`src/rtl/haraka_s_pkg.sv`:
```
`default_nettype none
// ============================================================================
// Module  : haraka_s_pkg
// Purpose : Shared constants, FSM encoding and byte-lane helper for the
//           Haraka-S sponge controller and its padding block.
// Rev     : 1.0  initial release
// ============================================================================
package haraka_s_pkg;

  localparam int RATE_BITS  = 256;
  localparam int STATE_BITS = 512;
  localparam int RATE_BYTES = RATE_BITS / 8;

  localparam logic [7:0] PAD_FIRST = 8'h1F;
  localparam logic [7:0] PAD_LAST  = 8'h80;

  typedef enum logic [2:0] {
    ST_IDLE     = 3'd0,
    ST_ABSORB   = 3'd1,
    ST_PERM_ABS = 3'd2,
    ST_PAD      = 3'd3,
    ST_PERM_PAD = 3'd4,
    ST_OUT      = 3'd5,
    ST_PERM_SQ  = 3'd6
  } sponge_state_e;

  // Byte 0 of a rate block sits in the most significant lane.
  function automatic int byte_msb(input int idx);
    return RATE_BITS - 1 - 8 * idx;
  endfunction

endpackage
`default_nettype wire

```
`src/rtl/haraka_s_pad.sv`:
```
`default_nettype none
// ============================================================================
// Module  : haraka_s_pad
// Purpose : Combinational mask-and-pad of the final rate block.
//           Bytes at index >= msg_bytes are cleared, PAD_FIRST is placed at
//           byte msg_bytes and PAD_LAST is XORed into byte 31.  With pad_only
//           set the message is ignored and the pad-only block is produced.
// Ports   : msg_data  [255:0] in  message bytes, byte i at [255-8i -: 8]
//           msg_bytes [5:0]   in  valid byte count (meaningful for 0..31)
//           pad_only          in  produce the pad-only block
//           pad_block [255:0] out padded rate block
// Rev     : 1.0  initial release
// ============================================================================
module haraka_s_pad
  import haraka_s_pkg::*;
(
  input  logic [RATE_BITS-1:0] msg_data,
  input  logic [5:0]           msg_bytes,
  input  logic                 pad_only,
  output logic [RATE_BITS-1:0] pad_block
);

  logic [5:0] w_pos;

  always_comb begin
    w_pos     = pad_only ? 6'd0 : msg_bytes;
    pad_block = '0;
    for (int i = 0; i < RATE_BYTES; i++) begin
      if (6'(i) < w_pos) begin
        pad_block[byte_msb(i) -: 8] = msg_data[byte_msb(i) -: 8];
      end
      if (6'(i) == w_pos) begin
        pad_block[byte_msb(i) -: 8] = PAD_FIRST;
      end
    end
    // Byte 31 is the last lane; for a 31-byte message it combines to 0x9F.
    pad_block[7:0] = pad_block[7:0] ^ PAD_LAST;
  end

endmodule
`default_nettype wire

```
`src/rtl/haraka_s_sponge_ctrl.sv`:
```
`default_nettype none
// ============================================================================
// Module  : haraka_s_sponge_ctrl
// Purpose : Haraka-S sponge controller.  Absorbs a byte-granular message in
//           256-bit rate blocks, pads the tail, sequences the 512-bit
//           permutation core over a start/done handshake and squeezes a
//           programmable number of 256-bit digest blocks.
// Ports   : clk, rst_n                  clock, synchronous active-low reset
//           msg_valid/ready/data/bytes/last, sq_blocks   message stream in
//           perm_start/state, perm_done/result           permutation core
//           out_valid/ready/data/last                    digest stream out
// Config  : HARAKA_S_CTRL_ZEROIZE_EN - when defined, perm_state reads zero
//           unless a permutation is in flight and out_data reads zero while
//           out_valid is low.
// Rev     : 1.0  initial release
// ============================================================================
module haraka_s_sponge_ctrl
  import haraka_s_pkg::*;
(
  input  logic                  clk,
  input  logic                  rst_n,
  input  logic                  msg_valid,
  output logic                  msg_ready,
  input  logic [RATE_BITS-1:0]  msg_data,
  input  logic [5:0]            msg_bytes,
  input  logic                  msg_last,
  input  logic [3:0]            sq_blocks,
  output logic                  perm_start,
  output logic [STATE_BITS-1:0] perm_state,
  input  logic                  perm_done,
  input  logic [STATE_BITS-1:0] perm_result,
  output logic                  out_valid,
  input  logic                  out_ready,
  output logic [RATE_BITS-1:0]  out_data,
  output logic                  out_last
);

  sponge_state_e         r_fsm, w_fsm_nxt;
  logic [STATE_BITS-1:0] r_state, w_state_nxt;
  logic [3:0]            r_blocks, w_blocks_nxt;
  logic                  r_pad_pend, w_pad_pend_nxt;
  logic                  r_start, w_start_nxt;

  logic                  w_full_last;
  logic                  w_pad_only;
  logic [RATE_BITS-1:0]  w_pad_blk;
  logic [RATE_BITS-1:0]  w_rate;

  assign w_rate      = r_state[STATE_BITS-1 -: RATE_BITS];
  assign w_pad_only  = (r_fsm == ST_PAD);
  // Counts above 32 behave as a full block.
  assign w_full_last = (msg_bytes >= 6'd32);

  haraka_s_pad u_pad (
    .msg_data  (msg_data),
    .msg_bytes (msg_bytes),
    .pad_only  (w_pad_only),
    .pad_block (w_pad_blk)
  );

  always_ff @(posedge clk) begin
    if (!rst_n) begin
      r_fsm      <= ST_IDLE;
      r_state    <= '0;
      r_blocks   <= 4'd0;
      r_pad_pend <= 1'b0;
      r_start    <= 1'b0;
    end else begin
      r_fsm      <= w_fsm_nxt;
      r_state    <= w_state_nxt;
      r_blocks   <= w_blocks_nxt;
      r_pad_pend <= w_pad_pend_nxt;
      r_start    <= w_start_nxt;
    end
  end

  always_comb begin
    w_fsm_nxt      = r_fsm;
    w_state_nxt    = r_state;
    w_blocks_nxt   = r_blocks;
    w_pad_pend_nxt = r_pad_pend;
    w_start_nxt    = 1'b0;
    msg_ready      = 1'b0;
    out_valid      = 1'b0;
    out_last       = 1'b0;

    case (r_fsm)
      ST_IDLE, ST_ABSORB: begin
        msg_ready = 1'b1;
        if (msg_valid) begin
          // Squeeze count belongs to the message, so take it from beat one.
          if (r_fsm == ST_IDLE) begin
            w_blocks_nxt = (sq_blocks == 4'd0) ? 4'd1 : sq_blocks;
          end
          w_start_nxt = 1'b1;
          if (msg_last && !w_full_last) begin
            w_state_nxt[STATE_BITS-1 -: RATE_BITS] = w_rate ^ w_pad_blk;
            w_pad_pend_nxt = 1'b0;
            w_fsm_nxt      = ST_PERM_PAD;
          end else begin
            // A full final block still needs a separate pad-only block.
            w_state_nxt[STATE_BITS-1 -: RATE_BITS] = w_rate ^ msg_data;
            w_pad_pend_nxt = msg_last;
            w_fsm_nxt      = ST_PERM_ABS;
          end
        end
      end

      ST_PERM_ABS: begin
        if (perm_done) begin
          w_state_nxt = perm_result;
          w_fsm_nxt   = r_pad_pend ? ST_PAD : ST_ABSORB;
        end
      end

      ST_PAD: begin
        w_state_nxt[STATE_BITS-1 -: RATE_BITS] = w_rate ^ w_pad_blk;
        w_pad_pend_nxt = 1'b0;
        w_start_nxt    = 1'b1;
        w_fsm_nxt      = ST_PERM_PAD;
      end

      ST_PERM_PAD, ST_PERM_SQ: begin
        if (perm_done) begin
          w_state_nxt = perm_result;
          w_fsm_nxt   = ST_OUT;
        end
      end

      ST_OUT: begin
        out_valid = 1'b1;
        out_last  = (r_blocks == 4'd1);
        if (out_ready) begin
          if (r_blocks > 4'd1) begin
            w_blocks_nxt = r_blocks - 4'd1;
            w_start_nxt  = 1'b1;
            w_fsm_nxt    = ST_PERM_SQ;
          end else begin
            // Final block consumed: nothing of this message survives.
            w_state_nxt  = '0;
            w_blocks_nxt = 4'd0;
            w_fsm_nxt    = ST_IDLE;
          end
        end
      end

      default: begin
        w_fsm_nxt = ST_IDLE;
      end
    endcase
  end

  assign perm_start = r_start;

`ifdef HARAKA_S_CTRL_ZEROIZE_EN
  logic w_perm_busy;
  // perm_start is only ever high inside a PERM_* state.
  assign w_perm_busy = (r_fsm == ST_PERM_ABS) || (r_fsm == ST_PERM_PAD) ||
                       (r_fsm == ST_PERM_SQ);
  assign perm_state  = w_perm_busy ? r_state : '0;
  assign out_data    = out_valid ? w_rate : '0;
`else
  assign perm_state  = r_state;
  assign out_data    = w_rate;
`endif

endmodule
`default_nettype wire

```
`config.mk`:
```
export PLATFORM = sky130hd
export DESIGN_NAME = haraka_s_sponge_ctrl
export DESIGN_NICKNAME = d
export VERILOG_FILES = /design/src/rtl/haraka_s_pkg.sv /design/src/rtl/haraka_s_pad.sv /design/src/rtl/haraka_s_sponge_ctrl.sv
export SDC_FILE = /design/constraint.sdc
export NUM_CORES = 2
export LEC_CHECK = 0
export ABC_CLOCK_PERIOD_IN_PS = 3400
export CORE_AREA = 2 2 601 603
export DETAILED_ROUTE_END_ITERATION = 16
export DIE_AREA = 0 0 603 605
export GPL_TIMING_DRIVEN = 1
export PLACE_DENSITY_LB_ADDON = 0.05
export SETUP_SLACK_MARGIN = 0.2
export SLEW_MARGIN = 40
export SYNTH_ARGS = -nofsm -noshare
export SYNTH_HDL_FRONTEND = slang
export SYNTH_SLANG_ARGS = --single-unit
```
`constraint.sdc`:
```
create_clock -name clk -period 3.4 [get_ports clk]
set_input_delay 0.68 -clock clk [delete_from_list [all_inputs] [get_ports clk]]
set_output_delay 0.68 -clock clk [all_outputs]
set_load 0.01 [all_outputs]
```
==> metrics.txt <==
FF+latch count, synth 521; maximum vdd drop between 0.0003 and 0.0004 V; power per cell area ~630 mW/mm²; Net Count, Synth approximately 4800; Layout Nets between 6000 and 7000; vias 37100; leading area contributor after synthesis dfxtp_1; Tmin final about 3000 ps; post-DR vias/cell 3.63; max_slew headroom 0.472; unrepaired setup endpoints after global routing false; post-synth cell types 81; Synth async-reset ratio 0; Iter 0 DRT Violations approximately 1900; CTS Hold Bufs 0; worst hold path class primary input to flip-flop; Routed Antenna Nets 0; setup slack, reg-to-reg roughly 500 ps; Die Height ~610 µm; crit path DAT approximately 2300 ps; Synth top area share 0.348; reg2reg path depth 8; Synth Warn # 0; Worst EP required ~2700 ps; first-pass GRT wire length 398000 µm; top_reg_cell synth dfxtp_1; CP endpoint kind primary output; pin count of the biggest net entering global routing 116; CTS Buf Count 93; Final Hold Vio Count 0; site row count 220; Initial Util 0.0837; top post-synthesis cells by count a21oi_1 (630), dfxtp_1 (521), nand2_1 (498), nand3_1 (315), o21ai_0 (278); Buf/Inv on CP 1; router iterations before antenna repair 6; Remaining Overflow, GRT 0; crit path max fanout 5; DIE AREA 0.365 mm²; core area 0.358 mm²; port bufs ~1600; clk slew on worst S/H paths 60 ps; number of global-route vias before repair 37100; synthesized instance count approximately 4000; Final GP Congestion between 0.7 and 0.8; final setup violation count 0; initial antenna violation count between 200 and 250; share of cells above drive strength 1 0.0978; total wire length around 310000 µm; CP Launch Type flip-flop; TritonCTS clock tree yes; Post-Place Cells between 10000 and 15000; Synth Cell Area 0.0300 mm²; drc violations 0; area grow syn2layout 83.1%; maximum buffer depth of the clock tree 4; PnR Total Power ~34 mW; Clock Sinks about 520; Avg Synthesized Cell Area roughly 7.5 µm²; number of enable flip-flop cells after synthesis 0; crit share post-route 0.886; Leak approximately 18 nW; Post-DP Area slightly above 0.05 mm²; Non-Filler Instances 10200; GRT Util Overall 0.164; Clock Latency Late Sink just over 800 ps; CP cell instances clkdlybuf4s50_1; cell with the most instances after synthesis a21oi_1; Area contributors post-synth dfxtp_1 (35%), a21oi_1 (11%), buf_4 (6.7%), nand2_1 (6.2%), nand3_1 (5.3%); I/O pin count about 1600; Peak Freq roughly 330 MHz; Worst Hold Depth 3; Max Cap Viol 0; status completed; Setup Skew 92.8 ps; Max stage delay on crit path 930 ps; H-tree Lvls 3; die width between 600 and 700 µm; Avg WL per Cell between 30 and 40 µm; Least-Margin Pin Slew a little under 800 ps; Worst path depth 1; fraction of the yosys area taken by sequential cells 0.348; post-route design area about 0.055 mm²; Setup CP Type flip-flop to primary output; fin. max-slew vios 0; HPWL after DPL around 250000 µm; CTS root buf clkbuf_16; CP delay by family, top buffers and inverters; Critical Path Slowest Stage Cell clkdlybuf4s50_1
registers in the layout, summed over array words and instances, names as in the netlist:
name / flops
perm_start: 1
r_fsm: 3
perm_state: 512
r_pad_pend: 1
r_blocks: 4
cell usage in the layout, fill, tap and decap left out, drive strengths merged, types with 39 or more instances in the layout:
cell type      synthesis  final
a21oi                631    631
a22oi                101    101
a31oi                 41     41
buf                  412    326
clkbuf               179    148
clkdlybuf4s50          0   1545
dfxtp                521    521
diode                  0     43
nand2                499    499
nand2b                39     39
nand3                315    315
nor2                 152    152
nor3                  97     97
o21ai                285    285
o22ai                 81     81
o31a                  40     40
xnor2                 59     59
xor2                  72     72
metrics by stage:
step / hold WS [ps] / setup TNS, ps / worst slack, ps / util
after floorplan: 459 / 0 / 948 / -
after global placement: 438 / -1730 / -200 / 0.144
after detailed placement: 442 / -1900 / -174 / 0.145
after CTS: 238 / 0 / 179 / 0.153
after global routing: 289 / 0 / 207 / 0.153
final: 339 / 0 / 388 / 0.153
final cells by class:
class                      instances  area [µm²]
multi-input combinational       2842       16400
clock buffer                     147        2710
fill                           40500      303000
tap                             4773        5970
sequential                       521       10400
antenna                           43         108
inverter                          30         123
timing repair buffer            1874       18900
clock inverter                    13         246
where the power goes:
part           internal (mW)  switching, mW
clock                   5.87           4.00
sequential              7.28           1.92
combinational           7.05           8.20
total                   20.2           14.1
cell families after synthesis:
kind of cell / count (synthesis) / share of synthesized area
xor gates and xnor gates: 131 / 0.0383
adders and majority gates: 2 / 0.000835
buffers and inverters: 621 / 0.117
AOI/OAI and AO/OA: 1479 / 0.303
muxes: 10 / 0.00334
DFF: 521 / 0.348
and+or+nand+nor: 1220 / 0.190
routing by layer:
layer	up-vias	global-route usage	wire, µm
met5	-	0	611
met4	92	0.0334	7110
met3	490	0.0492	21700
met2	1449	0.308	163000
met1	18100	0.179	119000
li1	17000	-	-
worst reg2reg max path: cells and delay by family, from the launching register on:
| family | cells | cell delay [ps] |
|---|---|---|
| flops | 1 | 420 |
| simple gates | 1 | 390 |
| compound gates | 3 | 850 |
| buf+inv | 4 | 1130 |
worst paths after layout:
kind / to / startpoint
setup / recovery: perm_state[259] / perm_state[259]
hold / removal: perm_state[378] / rst_n
setup reg to reg: perm_state[291] / r_fsm[1]
hold reg to reg: perm_state[178] / perm_state[178]
what timing repair did:
action | in CTS | in global routing
resized for setup | 12 | 4
setup buffers | 4 | 0
setup endpoints to repair | 91 | 2
pin swaps | 1 | 0
Note: power is estimated with default switching activity, not from simulation.
